==> config.mk <==
export PLATFORM = sky130hd
export DESIGN_NAME = sc_rr_crossbar_arbiter
export DESIGN_NICKNAME = d
export VERILOG_FILES = /design/src/rtl/sc_rr_crossbar_arbiter.sv
export SDC_FILE = /design/constraint.sdc
export NUM_CORES = 1
export LEC_CHECK = 0
export BUFFER_PORTS_ARGS = -buffer_cell sky130_fd_sc_hd__buf_2
export CAP_MARGIN = 0
export CORE_ASPECT_RATIO = 0.5
export CORE_UTILIZATION = 40
export DETAILED_ROUTE_END_ITERATION = 8
export PLACE_DENSITY = 0.77
export RECOVER_POWER = 50
export SYNTH_ARGS = -nofsm -noshare
export SYNTH_HDL_FRONTEND = slang
export SYNTH_SLANG_ARGS = --single-unit
==> constraint.sdc <==
create_clock -name i_clk -period 2.05 [get_ports i_clk]
set_input_delay 0.41 -clock i_clk [delete_from_list [all_inputs] [get_ports i_clk]]
set_output_delay 0.41 -clock i_clk [all_outputs]
set_load 0.005 [all_outputs]
==> src/rtl/sc_rr_crossbar_arbiter.sv <==
// Two-master / two-slave crossbar arbiter: routes each master to the slave picked by
// one address bit, round-robins same-slave conflicts, and holds the path until acked.
module sc_rr_crossbar_arbiter #(
  parameter int unsigned SEL_BIT = 31,
  parameter int unsigned TIMEOUT = 255
) (
  input  logic        i_clk,
  input  logic        i_rst,
  input  logic        i_req_ms_0,
  input  logic        i_req_ms_1,
  input  logic [31:0] i_addr_ms_0,
  input  logic [31:0] i_addr_ms_1,
  input  logic        i_ack_sl_0,
  input  logic        i_ack_sl_1,
  output logic        o_cross_connect,
  output logic        o_sl_0_connect,
  output logic        o_sl_1_connect,
  output logic        o_grant_ms_0,
  output logic        o_grant_ms_1,
  output logic        o_busy,
  output logic        o_timeout
);

  typedef enum logic {ST_IDLE = 1'b0, ST_BUSY = 1'b1} state_e;

  localparam logic [15:0] TMO = 16'(TIMEOUT);

  state_e      state_q, state_d;
  logic        ptr_q, ptr_d;
  logic        cross_q, cross_d;
  logic [1:0]  conn_q, conn_d;
  logic [1:0]  grant_q, grant_d;
  logic [1:0]  pend_q, pend_d;
  logic        busy_q, busy_d;
  logic        tmo_q, tmo_d;
  logic [15:0] cnt_q, cnt_d;

  logic       t0, t1;
  logic [1:0] ack, pend_left;
  logic       unused_addr;

  assign t0  = i_addr_ms_0[SEL_BIT];
  assign t1  = i_addr_ms_1[SEL_BIT];
  assign ack = {i_ack_sl_1, i_ack_sl_0};
  assign unused_addr = ^{i_addr_ms_0, i_addr_ms_1};

  always_comb begin
    state_d   = state_q;
    ptr_d     = ptr_q;
    cross_d   = cross_q;
    conn_d    = conn_q;
    grant_d   = grant_q;
    pend_d    = pend_q;
    busy_d    = busy_q;
    tmo_d     = 1'b0;
    cnt_d     = cnt_q;
    // Acks only matter for slaves still owed one; stray acks fall out here.
    pend_left = pend_q & ~ack;
    case (state_q)
      ST_IDLE: begin
        conn_d  = '0;
        grant_d = '0;
        busy_d  = 1'b0;
        pend_d  = '0;
        if (i_req_ms_0 && i_req_ms_1 && (t0 != t1)) begin
          cross_d = t0;
          conn_d  = 2'b11;
          grant_d = 2'b11;
        end else if (i_req_ms_0 && (!i_req_ms_1 || !ptr_q)) begin
          cross_d    = t0;
          conn_d[t0] = 1'b1;
          grant_d    = 2'b01;
          if (i_req_ms_1) ptr_d = 1'b1;
        end else if (i_req_ms_1) begin
          cross_d    = ~t1;
          conn_d[t1] = 1'b1;
          grant_d    = 2'b10;
          if (i_req_ms_0) ptr_d = 1'b0;
        end
        if (grant_d != 2'b00) begin
          state_d = ST_BUSY;
          busy_d  = 1'b1;
          pend_d  = conn_d;
          cnt_d   = '0;
        end
      end
      ST_BUSY: begin
        cnt_d = cnt_q + 16'd1;
        // Completion wins over a watchdog expiry landing on the same edge.
        if (pend_left == 2'b00) begin
          state_d = ST_IDLE;
          conn_d  = '0;
          grant_d = '0;
          busy_d  = 1'b0;
          pend_d  = '0;
        end else if ((TIMEOUT != 0) && (cnt_d == TMO)) begin
          // Flags drop now; the empty pending set retires BUSY on the next edge.
          tmo_d  = 1'b1;
          pend_d = '0;
        end else begin
          pend_d = pend_left;
        end
      end
      default: state_d = ST_IDLE;
    endcase
  end

  always_ff @(posedge i_clk) begin
    if (i_rst) begin
      state_q <= ST_IDLE;
      ptr_q   <= 1'b0;
      cross_q <= 1'b0;
      conn_q  <= '0;
      grant_q <= '0;
      pend_q  <= '0;
      busy_q  <= 1'b0;
      tmo_q   <= 1'b0;
      cnt_q   <= '0;
    end else begin
      state_q <= state_d;
      ptr_q   <= ptr_d;
      cross_q <= cross_d;
      conn_q  <= conn_d;
      grant_q <= grant_d;
      pend_q  <= pend_d;
      busy_q  <= busy_d;
      tmo_q   <= tmo_d;
      cnt_q   <= cnt_d;
    end
  end

  assign o_cross_connect = cross_q;
  assign o_sl_0_connect  = conn_q[0];
  assign o_sl_1_connect  = conn_q[1];
  assign o_grant_ms_0    = grant_q[0];
  assign o_grant_ms_1    = grant_q[1];
  assign o_busy          = busy_q;
  assign o_timeout       = tmo_q;

endmodule

* After elaboration in Yosys (flattened, before gate mapping)
Cells that the tools add are included.
** Storage, ports and cells
- Flip-flop bits (word level) :: 27
- Bits of input ports :: 70
- Word-level logic and storage cells :: 71
** Cells by class
- Add/sub/neg operators :: 1
- $lt $le $gt $ge :: 4
- Equal/unequal tests :: 4
- Mux-type cells :: 33
- Bitwise operators :: 5
- Reductions and logical operators :: 15
** Operators by type and width (count)
- case mux 16 bit (2 select lines) :: 1
- 2-to-1 mux 2 bit :: 11
- adder 16 x 1 -> 16 bit, second input constant :: 1
- == test 16 x 8 -> 1 bit, second input constant :: 1
- 2-to-1 mux 16 bit :: 1
- 2-to-1 mux 1 bit :: 13
- case mux 2 bit (2 select lines) :: 3
- logical AND 1 bit :: 5
- less-than comparator 1 x 2 -> 1 bit, second input constant :: 2
- case mux 1 bit (2 select lines) :: 2
- AND reduction 4 bit :: 1
- nonzero test 2 bit :: 2
- NOT 1 bit :: 3
- nonzero test 3 bit :: 1
- OR reduction 3 bit :: 1
- bitwise AND 2 bit :: 1
- demux 1 bit (select 1 bit) :: 2
- >= comparator 1 bit, second input constant :: 2
- zero test 1 bit :: 2
- zero test 2 bit :: 1
- != test 2 x 1 -> 1 bit, second input constant :: 1
- != test 2 bit, second input constant :: 1
- NOT 2 bit :: 1
- AND reduction 2 bit :: 1
- other kinds (2) :: 2

* Logic depth before layout (Yosys ltp)
Gate-level depths: netlist (run 1).
- Depth in word-level cells :: 9
- Gate-level depth with buffers :: 8
- Depth with buffers taken out :: 7

* Least setup slack after synthesis (run 1)
No wires, ideal clock.
- Path type :: register to register
- Start :: register cnt_q[0]
- End :: register pend_q[0]
- Setup time :: 0.127 ns
- Data arrival time :: 1.864 ns
- Data required time :: 1.923 ns
- Slack :: 0.060 ns
- Cell stages (with the launch flop) :: 8
- Path buffers :: 0
- Cells stage by stage :: dfxtp_1 ha_1 nand3_4 or2_2 o31ai_2 o221ai_2 nor4_2 o21ai_0
** On the way
- Word-level cells in the longest chain between the ends :: 5
** Ends and longest elaborated chain
- start: declaration :: line 36 : logic [15:0] cnt_q, cnt_d;
- start signal: assignment :: line 128 : cnt_q <= cnt_d;
- adder 16 x 1 -> 16 bit :: line 88 : cnt_d = cnt_q + 16'd1;
- == test 16 x 8 -> 1 bit :: line 96 : end else if ((TIMEOUT != 0) && (cnt_d == TMO)) begin
- 2-to-1 mux 2 bit :: line 96
- 2-to-1 mux 2 bit :: line 90 : if (pend_left == 2'b00) begin
- case mux 2 bit (2 select lines) :: line 59 : case (state_q)
- end signal: assignment :: line 125 : pend_q <= pend_d;
- end: declaration :: line 33 : logic [1:0] pend_q, pend_d;
Every way passes these cells.
A chain may end at the register's enable or synchronous reset.

* Worst setup path in the final report (run 1)
- Start :: register cnt_q[0]
- End :: register tmo_q, in the netlist o_timeout
** On the way
- Word-level cells in the longest chain between the ends :: 3
** Ends and longest elaborated chain
- adder 16 x 1 -> 16 bit :: line 88
- == test 16 x 8 -> 1 bit :: line 96
- 2-to-1 mux 1 bit :: line 96
- end signal: assignment :: line 127 : tmo_q <= tmo_d;
- end: declaration :: line 35 : logic tmo_q, tmo_d;
Every way passes these cells.

==> results of run 1 <==
state kept, by name, summed over array words and instances (netlist names):
| signal | count |
|---|---|
| cnt_q | 16 |
| pend_q | 2 |
| conn_q | 2 |
| grant_q | 2 |
| ptr_q | 1 |
| o_timeout | 1 |
| state_q | 1 |
| o_cross_connect | 1 |
| o_busy | 1 |
placed cells by master (no fill, tap or decap), drive strengths merged, types with 2 or more instances in the layout:
cell type   n
nand2      28
nor2       28
dfxtp      27
buf        21
a21oi      16
o21ai      11
nor3       11
inv         8
nand3       8
xnor2       7
clkbuf      7
nand4       6
a311oi      5
and3        3
or2         3
mux2i       2
and2b       2
nor4        2
a211oi      2
ha          2
synthesized netlist by cell type, drive strengths merged:
library cell   n  area, sq um
a211oi         2         15.0
a21o           1         8.76
a21oi         16         80.1
a22o           1         8.76
a22oi          1         7.51
a2bb2oi        1         8.76
a311oi         5         43.8
a32o           1         10.0
a41oi          1         8.76
and2           1         6.26
and2b          2         17.5
and3           3         18.8
buf            3         21.3
clkbuf         8         50.1
dfxtp         27          541
ha             2         25.0
inv            7         26.3
mux2i          2         20.0
nand2         28          105
nand2b         1         6.26
nand3          8         52.6
nand3b         1         7.51
nand4          6         52.6
nor2          28          105
nor3          11         60.1
nor4           2         33.8
o211ai         1         7.51
o21a           1         7.51
o21ai         11         55.1
o221ai         1         15.0
o22ai          1         6.26
o31ai          1         12.5
or2            3         18.8
xnor2          7         61.3
xor2           1         8.76
worst min-delay path by stage:
stage / end / slack, ns / cells after the start
2_1_floorplan: grant_q[1]$_SDFFE_PP0P_ / 0.43 / 2
3_3_place_gp: grant_q[1]$_SDFFE_PP0P_ / 0.42 / 2
3_5_place_dp: o_busy$_SDFFE_PP0P_ / 0.43 / 2
4_1_cts: ptr_q$_SDFFE_PP0P_ / 0.35 / 2
5_1_grt: ptr_q$_SDFFE_PP0P_ / 0.36 / 2
6_report: ptr_q$_SDFFE_PP0P_ / 0.36 / 2
power breakdown:
group / switching, mW / total, mW / internal (mW)
combinational: 0.0756 / 0.121 / 0.0457
sequential: 0.00807 / 0.550 / 0.542
clock: 0.175 / 0.318 / 0.143
total: 0.259 / 0.989 / 0.730
cell type report:
type | count | area [sq um]
Inverter | 7 | 26.3
Clock inverter | 1 | 8.76
Sequential cell | 27 | 542
Tap cell | 51 | 63.8
Fill cell | 332 | 1810
Multi-Input combinational cell | 151 | 911
Timing Repair Buffer | 25 | 145
Clock buffer | 3 | 41.3
kinds of logic (layout without fill, tap and decap cells):
family / Yosys count / after routing / synth area share (%)
compound gates: 45 / 45 / 19.3
xor+xnor: 8 / 8 / 4.57
fa+ha+maj: 2 / 2 / 1.63
buf+inv: 18 / 36 / 6.37
flops: 27 / 27 / 35.3
mux: 2 / 2 / 1.31
simple gates: 94 / 94 / 31.6
routing by layer:
metal / track usage (%) / wire length [microns]
met1: 23.7 / 1610
met2: 29.1 / 1490
met3: 5.43 / 220
met4: 2.86 / 19
met5: 0 / 0
==> qor.yml, run 1 <==
run_status:
  status: "complete, no violations"
pwr:
  p_per_area_mw_per_mm2: 569
  vdd_drop_max_v: 0.000465
  p_leak_nw: 0.662
  finalPower_mw: 0.989
setup_path:
  r2r_start: "cnt_q[0]$_SDFFE_PP0P_"
  crit_buf_inv: 0
  worstPathMaxFanout: 6
  cp.arrival_ns: 2.11
  startpoint_type: "flop"
  path_class: "flop to flop"
  max_stage_delay_ns: 0.34
  setup.worst_path.start: "cnt_q[0]$_SDFFE_PP0P_"
  rrSetupSlack_ns: 0.16
  setup.worst_path.end: "o_timeout$_SDFF_PP0_"
  cp.required_ns: 2.27
  reg2regPathDepth: 7
  crit_chain: "ha_1, nand3_4, or2_4, xnor2_1, nand4_1, nor4_4, and2_1"
  cp-end-kind: "flop"
  cpMaxStageDelayCell: "dfxtp_1"
  crit_cells: 7
  cp_top_family: "simple AND/OR/NAND/NOR gates"
  reg2reg_to: "o_timeout$_SDFF_PP0_"
clocking:
  cts.path.max_buffers: 2
  cts_tree: "built"
  cts_root_buf: "clkbuf_8"
  clk_pin_slew_ns: 0.10
  cts_buffers: 3
  cts.hold.buffers_added: 0
  h-tree-depth: 1
  postCtsSetupBuffers: 0
  cts_resized: 0
  cts_sinks: 27
  worst_skew_pair.late_latency_ns: 0.28
synth:
  synth_cell_type_count: 43
  synth_nets: 268
  syn_area_sq_mm: 0.00153
  avgSynthCellArea_sq_um: 7.82
  ys_warn_count: 0
  ys_seq_elements: 27
  synthCells: 196
  seq_area_frac_synth_pct: 35.3
timing:
  drv_slew: 0
  fmax_ghz: 0.529
  slew_headroom_pct: 34.4
  setup_viol: 0
  fin_setup_tns_ns: 0
  setup_ws_ns: 0.161
  fin_worst_skew_ns: 0.00659
  rsz0062_at_grt: "false"
  finalHoldViolations: 0
  period_minus_slack_ns: 1.89
  finalCritPeriodShare_pct: 92.2
  whs_ns: 0.363
  tightest_slew_ns: 0.984
drt:
  wl_mm: 3.34
  wl_per_cell_microns: 12.6
  drc_errors: 0
  avgViaCountPerCell: 5.48
  dr.pass1.iters: 4
  vias: 1452
  first_iter_violations: 87
  ant_nets: 0
cells_and_area:
  fin_util_pct: 49.0
  nets: 287
  fin_cells: 265
  syn_to_final_growth_pct: 13.4
  fin_area_sq_mm: 0.00174
  drive_gt1_share_pct: 18.2
  diodes: 0
global_routing:
  antenna_found_initial: 0
  track_usage_pct: 17.7
  grt_overflow: 0
  grt_first_pass_wirelength_mm: 5.44
  grt_pass1_vias: 1218
  grt_max_degree: 24
placement:
  dpl.cell_count: 261
  pre_cts_ws_ns: 0.0275
  dpl.hpwl_mm: 2.40
  dpl_cell_area_sq_mm: 0.00168
  gp_congestion: 0.887
  port_buffers: 14
die:
  die_y_microns: 45.8
  pin_count: 77
  floorplan.initialDensity_pct: 43.2
  die_w_microns: 89.5
  dieArea_sq_mm: 0.00410
  core-area_sq_mm: 0.00355
  placementRows: 15
run:
  max_cap_viol_count: 0
min_path:
  min-delay-start: "i_rst"
  hold_class: "input port to flop"
(Power assumes the default switching activity.)
==> inputs of run 2 (changes only) <==
--- a/config.mk
+++ b/config.mk
@@ -8,10 +8,9 @@
 export BUFFER_PORTS_ARGS = -buffer_cell sky130_fd_sc_hd__buf_2
 export CAP_MARGIN = 0
 export CORE_ASPECT_RATIO = 0.5
-export CORE_UTILIZATION = 40
+export CORE_UTILIZATION = 41
 export DETAILED_ROUTE_END_ITERATION = 8
-export PLACE_DENSITY = 0.77
-export RECOVER_POWER = 50
+export PLACE_DENSITY = 0.79
 export SYNTH_ARGS = -nofsm -noshare
 export SYNTH_HDL_FRONTEND = slang
 export SYNTH_SLANG_ARGS = --single-unit
==> run 2 against run 1 <==
Effect of this change: largest cell class unchanged; clock-buffer cell count did not move; sequential cell count did not move; sequential share of layout area decreased by 0.56 points; largest power group unchanged; clock power shrank 3%; first-iteration DRC count fell by 25%.
==> qor.yml, run 2 (same netlist as run 1, synthesis figures left out) <==
run_status:
  status: "complete, no violations"
die:
  core-area_sq_mm: 0.00351
  placementRows: 15
  die_y_microns: 45.2
  dieArea_sq_mm: 0.00400
  floorplan.initialDensity_pct: 43.7
  pin_count: 77
  die_w_microns: 88.5
cells_and_area:
  diodes: 0
  regMostFlops: "cnt_q"
  fin_util_pct: 50.7
  fin_cells: 267
  nets: 289
  drive_gt1_share_pct: 22.2
  final_cell_mix: "nand2_1, nor2_1, dfxtp_1"
  largest_reg_flops: 16
  syn_to_final_growth_pct: 16.0
placement:
  gp_congestion: 0.872
  port_buffers: 14
  dpl.hpwl_mm: 2.45
  pre_cts_ws_ns: -0.0307
  dpl.cell_count: 263
setup_path:
  cp-end-kind: "flop"
  crit_buf_inv: 1
  rrSetupSlack_ns: 0.16
  path_class: "flop to flop"
  reg2reg_to: "pend_q[1]$_SDFF_PP0_"
  startpoint_type: "flop"
  cp.required_ns: 2.22
  cp_top_family: "compound AO/OA/AOI/OAI gates"
  cp.arrival_ns: 2.05
  worstPathMaxFanout: 5
  r2r_start: "cnt_q[6]$_SDFFE_PP0P_"
  cpMaxStageDelayCell: "dfxtp_2"
  max_stage_delay_ns: 0.38
  reg2regPathDepth: 7
  crit_chain: "buf_4, nand4_4, xnor2_1, o31ai_4, o221ai_2, nor4_4, o21ai_1"
pwr:
  p_per_area_mw_per_mm2: 554
  finalPower_mw: 0.986
  vdd_drop_max_v: 0.000260
  p_leak_nw: 0.692
global_routing:
  grt_pass1_vias: 1171
  grt_overflow: 0
  grt_first_pass_wirelength_mm: 5.40
  track_usage_pct: 17.9
  antenna_found_initial: 0
  grt_max_degree: 21
timing:
  finalCritPeriodShare_pct: 92.2
  slew_headroom_pct: 70.0
  finalHoldViolations: 0
  rsz0062_at_grt: "false"
  tightest_slew_ns: 0.445
  period_minus_slack_ns: 1.89
  whs_ns: 0.438
  fin_worst_skew_ns: 0.00568
  setup_ws_ns: 0.161
  fmax_ghz: 0.529
  drv_slew: 0
  setup_viol: 0
clocking:
  cts_root_buf: "clkbuf_8"
  cts_buffers: 3
  cts_tree: "built"
  worst_skew_pair.late_latency_ns: 0.27
  postCtsSetupBuffers: 0
  clk_pin_slew_ns: 0.10
  cts.path.max_buffers: 2
  h-tree-depth: 1
  cts_sinks: 27
min_path:
  min-delay-start: "grant_q[1]$_SDFFE_PP0P_"
  holdPathEnd: "grant_q[1]$_SDFFE_PP0P_"
  hold_class: "flop to flop"
  holdPathStages: 2
run:
  max_cap_viol_count: 0
drt:
  ant_nets: 0
  vias: 1454
  drc_errors: 0
  avgViaCountPerCell: 5.45
  first_iter_violations: 65
  wl_mm: 3.46
  dr.pass1.iters: 4
  wl_per_cell_microns: 13.0
[run 2: cell types whose count changed in the layout (fill, tap and decap cells not counted), sizes merged]
| cell | change |
|---|---|
| buf | +6 |
| clkbuf | -4 |
| clkinvlp | +1 |
| inv | -1 |
[run 2: how the worst max path moves through the flow]
| stage | slack (ns) | cells past startpoint | end | startpoint |
|---|---|---|---|---|
| after detailed placement | -0.03 | 7 | pend_q[1]$_SDFF_PP0_ | cnt_q[0]$_SDFFE_PP0P_ |
| after CTS | 0.008 | 8 | pend_q[1]$_SDFF_PP0_ | cnt_q[1]$_SDFFE_PP0P_ |
| after global placement | 0.08 | 7 | pend_q[1]$_SDFF_PP0_ | cnt_q[0]$_SDFFE_PP0P_ |
| after floorplan | 0.06 | 7 | pend_q[0]$_SDFF_PP0_ | cnt_q[0]$_SDFFE_PP0P_ |
| after global routing | 0.03 | 6 | o_timeout$_SDFF_PP0_ | cnt_q[8]$_SDFFE_PP0P_ |
| final | 0.16 | 7 | pend_q[1]$_SDFF_PP0_ | cnt_q[6]$_SDFFE_PP0P_ |
[run 2: final cells by class]
cell class	instances	area, sq um
timing repair buffer	27	168
inverter	7	26.3
clock buffer	3	41.3
multi-input combinational	151	927
sequential	27	544
tap	51	63.8
clock inverter	1	7.51
fill	322	1730
[run 2: repair_timing]
action                     CTS  global route
setup endpoints to repair    3             3
gates resized for setup      4             5
gates cloned                 0             0
pin swaps                    3             4
hold buffers                 0             0
[run 2: metrics by stage]
stage | cell area (sq um) | setup TNS [ns]
floorplan | 1530 | 0
global placement | 1690 | 0
detailed placement | 1690 | -0.0701
CTS | 1760 | 0
global route | 1780 | 0
finish | 1780 | 0
[run 2: worst register-to-register path: stages, from the launching register on]
cell	delay, ns
dfxtp_2	0.38
buf_4	0.15
nand4_4	0.12
xnor2_1	0.22
o31ai_4	0.31
o221ai_2	0.17
nor4_4	0.32
o21ai_1	0.11
[run 2: metal layers]
metal  GRT usage [%]  share of wire [%]  up-vias
li1                -                  -      728
met1            21.7                 45      675
met2            32.9                 48       45
met3            4.02                5.1        6
met4            4.52                1.8        0
met5               0                  0        -
[run 2: power breakdown]
group | switching (mW) | internal (mW) | total [mW] | leakage (nW)
registers | 0.0128 | 0.542 | 0.555 | 0.221
logic | 0.0728 | 0.0493 | 0.122 | 0.449
clock network | 0.171 | 0.138 | 0.309 | 0.0217
